==> src/rtl/alu_issue_arbiter_pkg.sv <==
// Shared constants for the execute-stage ALU issue arbiter.
package alu_issue_arbiter_pkg;

  localparam int ALU_DATA_W = 32;
  localparam int ALU_OP_W   = 3;

  typedef enum logic [ALU_OP_W-1:0] {
    ALU_ADD = 3'd0,
    ALU_SUB = 3'd1,
    ALU_AND = 3'd2,
    ALU_OR  = 3'd3,
    ALU_XOR = 3'd4,
    ALU_SLL = 3'd5,
    ALU_SRL = 3'd6,
    ALU_SLT = 3'd7
  } alu_op_e;

endpackage

==> src/rtl/alu_issue_arbiter_rr_arbiter.sv <==
// Combinational round-robin picker: first set request at or after ptr, wrapping.
module rr_arbiter #(
  parameter int NUM_REQ = 2,
  parameter int ID_W    = $clog2(NUM_REQ)
) (
  input  logic [NUM_REQ-1:0] req,
  input  logic [ID_W-1:0]    ptr,
  output logic [NUM_REQ-1:0] gnt,
  output logic [ID_W-1:0]    gnt_idx,
  output logic               gnt_vld
);

  int j;

  always_comb begin
    gnt     = '0;
    gnt_idx = '0;
    gnt_vld = 1'b0;
    j       = 0;
    for (int k = 0; k < NUM_REQ; k++) begin
      j = int'(ptr) + k;
      if (j >= NUM_REQ) j = j - NUM_REQ;
      if (!gnt_vld && req[j]) begin
        gnt[j]  = 1'b1;
        gnt_idx = ID_W'(j);
        gnt_vld = 1'b1;
      end
    end
  end

endmodule

==> src/rtl/alu_issue_arbiter.sv <==
// Round-robin sharing of one ALU: issue register feeds the ALU, response
// register captures its result; backpressure from rsp_ready stalls both.
module alu_issue_arbiter
  import alu_issue_arbiter_pkg::*;
#(
  parameter int NUM_REQ = 2,
  parameter int TAG_W   = 4,
  parameter int ID_W    = $clog2(NUM_REQ)
) (
  input  logic                          clk,
  input  logic                          rst,
  input  logic [NUM_REQ-1:0]            req_valid,
  output logic [NUM_REQ-1:0]            req_ready,
  input  logic [NUM_REQ*ALU_DATA_W-1:0] req_operand1,
  input  logic [NUM_REQ*ALU_DATA_W-1:0] req_operand2,
  input  logic [NUM_REQ*ALU_OP_W-1:0]   req_alu_op,
  input  logic [NUM_REQ*TAG_W-1:0]      req_tag,
  output logic [ALU_DATA_W-1:0]         alu_operand1,
  output logic [ALU_DATA_W-1:0]         alu_operand2,
  output logic [ALU_OP_W-1:0]           alu_op,
  input  logic [ALU_DATA_W-1:0]         alu_result,
  output logic                          rsp_valid,
  input  logic                          rsp_ready,
  output logic [ALU_DATA_W-1:0]         rsp_result,
  output logic [TAG_W-1:0]              rsp_tag,
  output logic [ID_W-1:0]               rsp_id,
  output logic                          busy
);

  typedef struct packed {
    logic [ALU_DATA_W-1:0] op1;
    logic [ALU_DATA_W-1:0] op2;
    logic [ALU_OP_W-1:0]   op;
    logic [TAG_W-1:0]      tag;
    logic [ID_W-1:0]       id;
  } iss_t;

  typedef struct packed {
    logic [ALU_DATA_W-1:0] result;
    logic [TAG_W-1:0]      tag;
    logic [ID_W-1:0]       id;
  } rsp_t;

  iss_t             iss_q, iss_d;
  rsp_t             rsp_q, rsp_d;
  logic             iss_valid_q, iss_valid_d;
  logic             rsp_valid_q, rsp_valid_d;
  logic [ID_W-1:0]  rr_ptr_q, rr_ptr_d;

  logic [NUM_REQ-1:0] gnt;
  logic [ID_W-1:0]    gnt_idx;
  logic               gnt_vld;
  logic               rsp_adv, iss_free, accept;

  rr_arbiter #(.NUM_REQ(NUM_REQ), .ID_W(ID_W)) u_rr (
    .req     (req_valid),
    .ptr     (rr_ptr_q),
    .gnt     (gnt),
    .gnt_idx (gnt_idx),
    .gnt_vld (gnt_vld)
  );

  // rsp_ready reaches req_ready only through iss_free.
  assign rsp_adv   = iss_valid_q & (~rsp_valid_q | rsp_ready);
  assign iss_free  = ~iss_valid_q | rsp_adv;
  assign accept    = gnt_vld & iss_free;
  assign req_ready = gnt & {NUM_REQ{iss_free}};

  always_comb begin
    iss_d       = iss_q;
    iss_valid_d = iss_valid_q;
    rr_ptr_d    = rr_ptr_q;
    rsp_d       = rsp_q;
    rsp_valid_d = rsp_valid_q;

    if (accept) begin
      iss_d.op1   = req_operand1[gnt_idx*ALU_DATA_W +: ALU_DATA_W];
      iss_d.op2   = req_operand2[gnt_idx*ALU_DATA_W +: ALU_DATA_W];
      iss_d.op    = req_alu_op[gnt_idx*ALU_OP_W +: ALU_OP_W];
      iss_d.tag   = req_tag[gnt_idx*TAG_W +: TAG_W];
      iss_d.id    = gnt_idx;
      iss_valid_d = 1'b1;
      rr_ptr_d    = (gnt_idx == ID_W'(NUM_REQ-1)) ? '0 : gnt_idx + ID_W'(1);
    end else if (rsp_adv) begin
      iss_valid_d = 1'b0;
    end

    if (rsp_adv) begin
      rsp_d.result = alu_result;
      rsp_d.tag    = iss_q.tag;
      rsp_d.id     = iss_q.id;
      rsp_valid_d  = 1'b1;
    end else if (rsp_valid_q && rsp_ready) begin
      rsp_valid_d  = 1'b0;
    end
  end

  always_ff @(posedge clk or posedge rst) begin
    if (rst) begin
      iss_q       <= '0;
      iss_valid_q <= 1'b0;
      rsp_q       <= '0;
      rsp_valid_q <= 1'b0;
      rr_ptr_q    <= '0;
    end else begin
      iss_q       <= iss_d;
      iss_valid_q <= iss_valid_d;
      rsp_q       <= rsp_d;
      rsp_valid_q <= rsp_valid_d;
      rr_ptr_q    <= rr_ptr_d;
    end
  end

  assign alu_operand1 = iss_q.op1;
  assign alu_operand2 = iss_q.op2;
  assign alu_op       = iss_q.op;
  assign rsp_valid    = rsp_valid_q;
  assign rsp_result   = rsp_q.result;
  assign rsp_tag      = rsp_q.tag;
  assign rsp_id       = rsp_q.id;
  assign busy         = iss_valid_q | rsp_valid_q;

endmodule
==> config.mk <==
export PLATFORM = sky130hd
export DESIGN_NAME = alu_issue_arbiter
export DESIGN_NICKNAME = d
export VERILOG_FILES = /design/src/rtl/alu_issue_arbiter_pkg.sv /design/src/rtl/alu_issue_arbiter_rr_arbiter.sv /design/src/rtl/alu_issue_arbiter.sv
export SDC_FILE = /design/constraint.sdc
export NUM_CORES = 1
export LEC_CHECK = 0
export BUFFER_PORTS_ARGS = -buffer_cell sky130_fd_sc_hd__buf_2
export CORE_AREA = 2 2 112 114
export DETAILED_ROUTE_END_ITERATION = 16
export DIE_AREA = 0 0 114 116
export PLACE_DENSITY = 0.8
export SLEW_MARGIN = 20
export SYNTH_ARGS = -nofsm -noshare
export SYNTH_HDL_FRONTEND = slang
export SYNTH_HIERARCHICAL = 1
export SYNTH_SLANG_ARGS = --single-unit
export TNS_END_PERCENT = 1
==> constraint.sdc <==
create_clock -name clk -period 10.2 [get_ports clk]
set_clock_uncertainty 0.1 [all_clocks]
set_input_delay 2.04 -clock clk [delete_from_list [all_inputs] [get_ports clk]]
set_output_delay 2.04 -clock clk [all_outputs]
set_load 0.05 [all_outputs]
* After elaboration in Yosys (flattened, before gate mapping)
Index checks and enable logic that the tools add are counted.
** Storage, ports and cells
- Bits in registers :: 112
- Latch bits :: 0
- Bits in writable memories :: 0
- ROM bits :: 0
- Input bits :: 179
- Memories :: 0
** Operators by class
- $add $sub $neg :: 4
- Multipliers :: 1
- Div/mod/pow operators :: 0
- Magnitude comparators :: 6
- Eq/ne operators :: 0
- Shift-type cells :: 4
- Muxes and demuxes :: 23
- Bitwise operators :: 9
- Reduce and logical (&&, ||, !) cells :: 7
** Operators with widths (count)
- variable part select 64 x 7 -> 32 bit :: 2
- greater-or-equal comparator 32 x 1 -> 1 bit (second input constant) :: 2
- < comparator 32 x 3 -> 1 bit (second input constant) :: 2
- 2-to-1 mux 32 bit :: 2
- greater-or-equal comparator 32 x 3 -> 1 bit (second input constant) :: 1
- subtractor 32 x 3 -> 32 bit (second input constant) :: 1
- 2-to-1 mux 1 bit :: 17
- variable part select 8 x 4 -> 4 bit :: 1
- variable part select 6 x 4 -> 3 bit :: 1
- logical AND 1 bit :: 4
- 2-to-1 mux 2 bit :: 2
- nonzero test 2 bit :: 2
- multiplier 1 x 2 -> 3 bit (second input constant) :: 1
- bitwise OR 1 bit :: 3
- subtractor 1 x 2 -> 3 bit (second input constant) :: 1
- adder 1 x 1 -> 2 bit (second input constant) :: 1
- bitwise AND 1 bit :: 2
- bitwise AND 2 bit :: 1
- demux 1 bit (select 1 bit) :: 2
- greater-or-equal comparator 1 x 2 -> 1 bit (second input constant) :: 1
- NOT 1 bit :: 2
- bitwise OR 2 bit :: 1
- adder 1 bit (second input constant) :: 1
- logical NOT 1 bit :: 1

* Longest topological paths before layout
Gate-level depths: netlist of the first run.
- Depth in word-level cells :: 11
- Depth in mapped cells :: 6
- Depth with buffers taken out :: 4

* By module
The synthesis of the first run kept the hierarchy.
** By module, submodules not included
- alu_issue_arbiter :: instances 1, cells each 477, area an instance 5402.7 um^2
- rr_arbiter :: instances 1, cells each 5, area an instance 32.5 um^2

* Worst setup path before layout of the first run
No wires, ideal clock.
- Kind :: input -> output
- Start :: in rsp_ready
- End :: out req_ready[0]
- Data arrival time :: 2948 ps
- Required time :: 8060 ps
- Setup slack :: 5112 ps
- Stages :: 4
- Buffers on the path :: 2
- Cells stage by stage :: nand3b_1 -> buf_2 -> buf_2 -> and2_1
** Between the ends
- Word-level cells in the longest chain between the ends :: 4
** RTL lines
- start, declared :: RTL line alu_issue_arbiter.sv:23 : input logic rsp_ready,
- bitwise OR 1 bit :: RTL line alu_issue_arbiter.sv:64 : assign rsp_adv = iss_valid_q & (~rsp_valid_q | rsp_ready);
- bitwise AND 1 bit :: RTL line alu_issue_arbiter.sv:64
- bitwise OR 1 bit :: RTL line alu_issue_arbiter.sv:65 : assign iss_free = ~iss_valid_q | rsp_adv;
- bitwise AND 2 bit :: RTL line alu_issue_arbiter.sv:67 : assign req_ready = gnt & {NUM_REQ{iss_free}};
- end, declared :: RTL line alu_issue_arbiter.sv:13 : output logic [NUM_REQ-1:0] req_ready,
No other way between the ends.

* Worst setup path after layout of the first run
- Start :: in rsp_ready
- End :: out req_ready[1]
Same word-level chain as after synthesis.

==> results of run 1 <==
==> cell usage after synthesis <==
cell type  instances
a21boi_0           3
a21oi_1          142
and2_1             3
buf_2             24
buf_4             70
clkbuf_1           8
dfrtp_1          112
inv_1              3
mux2_1             1
mux2_2            37
mux2i_1           72
nand2_2            1
nand2b_1           3
nand3b_1           1
or2_1              1
or2_2              1
==> per-stage QoR <==
stage	utilization [%]	setup slack, ps	power, W	area, um^2	cells
finish	56.4	4720	0.00141	6720	834
detailed placement	54.0	4750	0.00108	6430	818
global route	56.4	4640	0.00147	6720	834
floorplan	-	5100	0.00100	5440	482
global placement	54.0	4760	0.00107	6430	818
CTS	56.4	4740	0.00142	6710	834
==> report_power, final <==
group	switching, W	internal (W)	total [W]
sequential	0.0000393	0.000516	0.000555
combinational	0.000374	0.000139	0.000513
clock	0.000168	0.000173	0.000340
total	0.000582	0.000827	0.00141
==> path summary, 6_finish.rpt <==
path                                         to  startpoint  depth (start not counted)
worst min-delay path                   iss_q[0]    iss_q[0]                          1
max in group asynchronous       alu_operand1[6]         rst                          3
worst min register to register         iss_q[0]    iss_q[0]                          1
worst max-delay path               req_ready[1]   rsp_ready                          5
min in group asynchronous       alu_operand1[7]         rst                          2
worst max register to register         rr_ptr_q   rsp_valid                          5
==> layer usage <==
metal	share of wire, %	GRT usage (%)
met1	38	21.8
met5	0	0
met3	8.2	4.60
met2	52	33.8
met4	1.7	8.78
==> area by class of cell <==
class / instances / area (um^2)
well taps: 147 / 184
fillers: 1046 / 5190
flip-flops and latches: 112 / 2800
clock inverters: 6 / 56.3
inverters: 3 / 13.8
multi-input cells: 265 / 1960
repair buffers: 291 / 1470
clock buffers: 10 / 229
==> critical path, stage by stage <==
cell      delay, ps
buf_2            80
nand3b_1        100
buf_4           570
and2_1          220
buf_2           260
==> cells by family after synthesis <==
family	after synthesis
AOI/OAI and AO/OA	145
buffers and inverters	105
DFF	112
muxes	110
and+or+nand+nor	10
==> flip-flops by register name (all words and copies together) (netlist names) <==
register	cells
iss_valid_q	1
rsp_id	1
alu_op	3
iss_q	5
rsp_valid	1
rsp_tag	4
rr_ptr_q	1
alu_operand1	32
alu_operand2	32
rsp_result	32
==> cell usage in the layout, fill, tap and decap left out, types with 2 or more instances in the layout <==
cell type / n
a21boi_0: 2
a21oi_1: 142
and2_1: 2
mux2i_1: 72
nand2b_1: 3
dfrtp_1: 112
clkbuf_16: 9
inv_8: 3
inv_6: 2
inv_1: 2
buf_4: 4
or2_2: 2
mux2_2: 37
buf_2: 286
==> results.sh, run 1 <==
export IMPL_ctsHoldBuffers=0
export IMPL_cts_htree_levels=3
export IMPL_clock_latency_ps=350
export IMPL_grt_max_degree=76
export IMPL_fin_crit_sh_pct=53.7
export IMPL_cts_root_buf="clkbuf_16"
export IMPL_cts_buffers=9
export IMPL_ys_warn_count=6
export IMPL_yosys_register_bits=112
export IMPL_report_final_slew_viol_count=0
export IMPL_cts_sink_count=112
export IMPL_synth_top_area_cell="dfrtp_1"
export IMPL_drtIter0Drc=199
export IMPL_pin_count=287
export IMPL_p_per_area_nw_per_um2=210
export IMPL_rsz0062_at_grt="no"
export IMPL_coreArea_um2=11900
export IMPL_outcome="complete, no violations"
export IMPL_yosysTopAreaCellShare_pct=51.6
export IMPL_startpoint_type="input pin"
export IMPL_syn_area_um2=5440
export IMPL_n_antenna_cell=0
export IMPL_grt_pass1_wl_um=19700
export IMPL_critPathKind="input pin to primary output"
export IMPL_grt_total_usage_pct=19.1
export IMPL_path_max_fanout=75
export IMPL_worst_slew_pin_slew_ps=865
export IMPL_synth_top_family_by_area="multiplexers"
export IMPL_die_h_um=116
export IMPL_dr_pass1_iters=4
export IMPL_power_leakage_nw=3.30
export IMPL_hold_path_class="register to register"
export IMPL_arrival_ps=3340
export IMPL_initial_core_util_pct=45.6
export IMPL_synth_area_leaders="dfrtp_1, mux2i_1, a21oi_1, buf_4, mux2_2"
export IMPL_cts_tree="done"
export IMPL_ant_nets=0
export IMPL_whs_ps=389
export IMPL_syn_area_per_cell_um2=11.3
export IMPL_portBuffers=286
export IMPL_max_freq_mhz=182
export IMPL_synth_fp_nets=661
export IMPL_hold_viol=0
export IMPL_synth_cells=482
export IMPL_synth_compound_area_share_pct=13.5
export IMPL_finalSetupViolCount=0
export IMPL_antenna_found_initial=0
export IMPL_yosys_area_share_simple_pct=1.17
export IMPL_dp_hpwl_um=9580
export IMPL_ys_seq_area_share_pct=51.6
export IMPL_fp_row_count=40
export IMPL_die_area_um2=13200
export IMPL_layout_drive_gt1_share_pct=50.8
export IMPL_ctsResizeCount=0
export IMPL_ir_worst_vdd_mv=0.162
export IMPL_cts_setup_buffers=0
export IMPL_routed_wl_um=13200
export IMPL_crit_path_end_kind="primary output"
export IMPL_synth_xor_area_share_pct=0
export IMPL_wl_per_cell_um=15.9
export IMPL_required_ps=8060
export IMPL_grt_ovfl_total=0
export IMPL_clk_path_buf_depth=2
export IMPL_slew_limit_headroom_pct=42.1
export IMPL_period_needed_ps=5480
export IMPL_syn_to_final_growth_pct=23.6
export IMPL_vias_per_cell=5.10
export IMPL_r2r_setup_slack_ps=7380
export IMPL_synthMuxAreaShare_pct=21.1
export IMPL_fin_nets=861
export IMPL_max_cap_viol_count=0
export IMPL_ys_types=16
export IMPL_grt_pass1_vias=4172
export IMPL_clkSlewWorstSetupHoldPaths_ps=70
export IMPL_dieWidth_um=114
export IMPL_via_count=4250
export IMPL_synth_fa_ha_area_share_pct=0
export IMPL_setup_tns_final_ps=0
export IMPL_routabilityCongestion=0.756
export IMPL_drc=0
Note: power is estimated with default switching activity, not from simulation.
==> run 2: changes to the inputs <==
--- a/config.mk
+++ b/config.mk
@@ -6,10 +6,10 @@
 export NUM_CORES = 1
 export LEC_CHECK = 0
 export BUFFER_PORTS_ARGS = -buffer_cell sky130_fd_sc_hd__buf_2
-export CORE_AREA = 2 2 112 114
+export CORE_MARGIN = 2
+export CORE_UTILIZATION = 41
 export DETAILED_ROUTE_END_ITERATION = 16
-export DIE_AREA = 0 0 114 116
-export PLACE_DENSITY = 0.8
+export PLACE_DENSITY = 0.77
 export SLEW_MARGIN = 20
 export SYNTH_ARGS = -nofsm -noshare
 export SYNTH_HDL_FRONTEND = slang
==> constraint.sdc (replaced) <==
create_clock -name clk -period 4.49 [get_ports clk]
set_clock_uncertainty 0.1 [all_clocks]
set_input_delay 0.898 -clock clk [delete_from_list [all_inputs] [get_ports clk]]
set_output_delay 0.898 -clock clk [all_outputs]
set_load 0.05 [all_outputs]
==> run 2 against run 1 <==
Against the previous run: routed wire length down 2.0%; final area up 1.7%; sequential power is 130% higher; critical endpoint unchanged; highest routed layer unchanged.
==> results.sh, run 2 (synthesized netlist as in run 1, its figures left out) <==
export IMPL_fin_crit_sh_pct=62.0
export IMPL_seqCellArea_um2=2800
export IMPL_nFillCells=1209
export IMPL_min_from="iss_q[0]"
export IMPL_max_cap_viol_count=0
export IMPL_portBuffers=286
export IMPL_grt_ovfl_total=0
export IMPL_min_path_cells=1
export IMPL_setup_tns_final_ps=0
export IMPL_reg2reg_to="alu_operand1[20]"
export IMPL_pin_count=287
export IMPL_fin_util_pct=52.2
export IMPL_drc=0
export IMPL_dpl_cell_area_um2=6510
export IMPL_max_freq_mhz=359
export IMPL_period_needed_ps=2790
export IMPL_worst_slew_pin_slew_ps=866
export IMPL_startpoint_type="input pin"
export IMPL_hold_path_class="register to register"
export IMPL_cts_root_buf="clkbuf_16"
export IMPL_grt_pass1_vias=4234
export IMPL_layout_commonest_cell="buf_2"
export IMPL_final_cell_mix="buf_2, a21oi_1, dfrtp_1, mux2i_1, mux2_2"
export IMPL_cts_tree="done"
export IMPL_ctsResizeCount=0
export IMPL_via_count=4241
export IMPL_n_antenna_cell=0
export IMPL_cts_buffers=9
export IMPL_min_to="iss_q[0]"
export IMPL_path_max_fanout=5
export IMPL_multi_input_area_um2=1960
export IMPL_cts_htree_levels=3
export IMPL_slew_limit_headroom_pct=42.0
export IMPL_finalSetupViolCount=0
export IMPL_cts_sink_count=112
export IMPL_ir_worst_vdd_mv=0.325
export IMPL_p_per_area_nw_per_um2=477
export IMPL_initial_core_util_pct=41.5
export IMPL_worst_r2r_cell_count=4
export IMPL_arrival_ps=1790
export IMPL_dieWidth_um=119
export IMPL_grt_pass1_wl_um=20900
export IMPL_report_final_slew_viol_count=0
export IMPL_grt_total_usage_pct=18.5
export IMPL_die_area_um2=14200
export IMPL_fin_nets=866
export IMPL_critPathKind="input pin to primary output"
export IMPL_rsz0062_at_grt="no"
export IMPL_ctsHoldBuffers=0
export IMPL_worst_slack_ps=1700
export IMPL_dr_pass1_iters=4
export IMPL_wl_per_cell_um=14.9
export IMPL_clock_latency_ps=360
export IMPL_clkSlewWorstSetupHoldPaths_ps=70
export IMPL_hold_viol=0
export IMPL_drtIter0Drc=212
export IMPL_coreArea_um2=13100
export IMPL_reg2reg_from="iss_valid_q"
export IMPL_ant_nets=0
export IMPL_r2r_setup_slack_ps=2290
export IMPL_fp_row_count=42
export IMPL_clk_path_buf_depth=2
export IMPL_routabilityCongestion=0.760
export IMPL_power_leakage_nw=3.34
export IMPL_dp_hpwl_um=9540
export IMPL_cts_setup_buffers=0
export IMPL_required_ps=3490
export IMPL_routed_wl_um=13000
export IMPL_layout_drive_gt1_share_pct=51.3
export IMPL_syn_to_final_growth_pct=25.6
export IMPL_die_h_um=119
export IMPL_fin_area_um2=6830
export IMPL_whs_ps=397
export IMPL_pre_cts_slack_ps=1650
export IMPL_crit_path_end_kind="primary output"
export IMPL_outcome="complete, no violations"
export IMPL_vias_per_cell=4.89
export IMPL_antenna_found_initial=0
export IMPL_grt_max_degree=73
## run 2: cell types whose count changed in the layout (fill, tap and decap cells not counted), sizes merged
| cell | change |
|---|---|
| buf | +5 |
| bufinv | +1 |
| clkbuf | -1 |
| clkinv | +3 |
| inv | -3 |
## run 2: worst max-delay path by stage
stage                     depth (start not counted)  slack (ps)      endpoint       from
final                                             4        1700  req_ready[1]  rsp_ready
after global routing                              4        1640  req_ready[0]  rsp_ready
after CTS                                         4        1650  req_ready[1]  rsp_ready
after detailed placement                          4        1650  req_ready[1]  rsp_ready
after global placement                            4        1650  req_ready[1]  rsp_ready
after floorplan                                   1         530     alu_op[0]        rst
## run 2: layout make-up
class | count | area share [%]
flip-flops and latches | 112 | 41.0
multi-input cells | 265 | 28.7
repair buffers | 296 | 22.2
clock buffers | 9 | 3.30
well taps | 176 | 3.23
clock inverters | 7 | 1.30
inverters | 3 | 0.202
## run 2: worst max-delay path: stages
cell and delay (ps):
buf_2 100, nand3b_1 320, and2_1 260, buf_2 200
## run 2: power by group
group / switching, W / leakage (nW) / internal (W) / total (W)
Clock: 0.000385 / 0.155 / 0.000445 / 0.000830
Sequential: 0.0000835 / 1.26 / 0.00117 / 0.00125
Combinational: 0.000852 / 1.93 / 0.000320 / 0.00117
## run 2: routing by layer
metal | up-vias | share of wire [%] | track usage [%]
met1 | 2009 | 40 | 22.0
met4 | 0 | 2.1 | 6.99
li1 | 2031 | - | -
met2 | 181 | 50 | 31.5
met3 | 20 | 7.8 | 5.56
met5 | - | 0 | 0
## run 2: per-stage QoR
step | total power, W | cells
2_1_floorplan | 0.00228 | 482
3_3_place_gp | 0.00244 | 852
3_5_place_dp | 0.00245 | 852
4_1_cts | 0.00330 | 868
5_1_grt | 0.00341 | 868
6_report | 0.00326 | 868
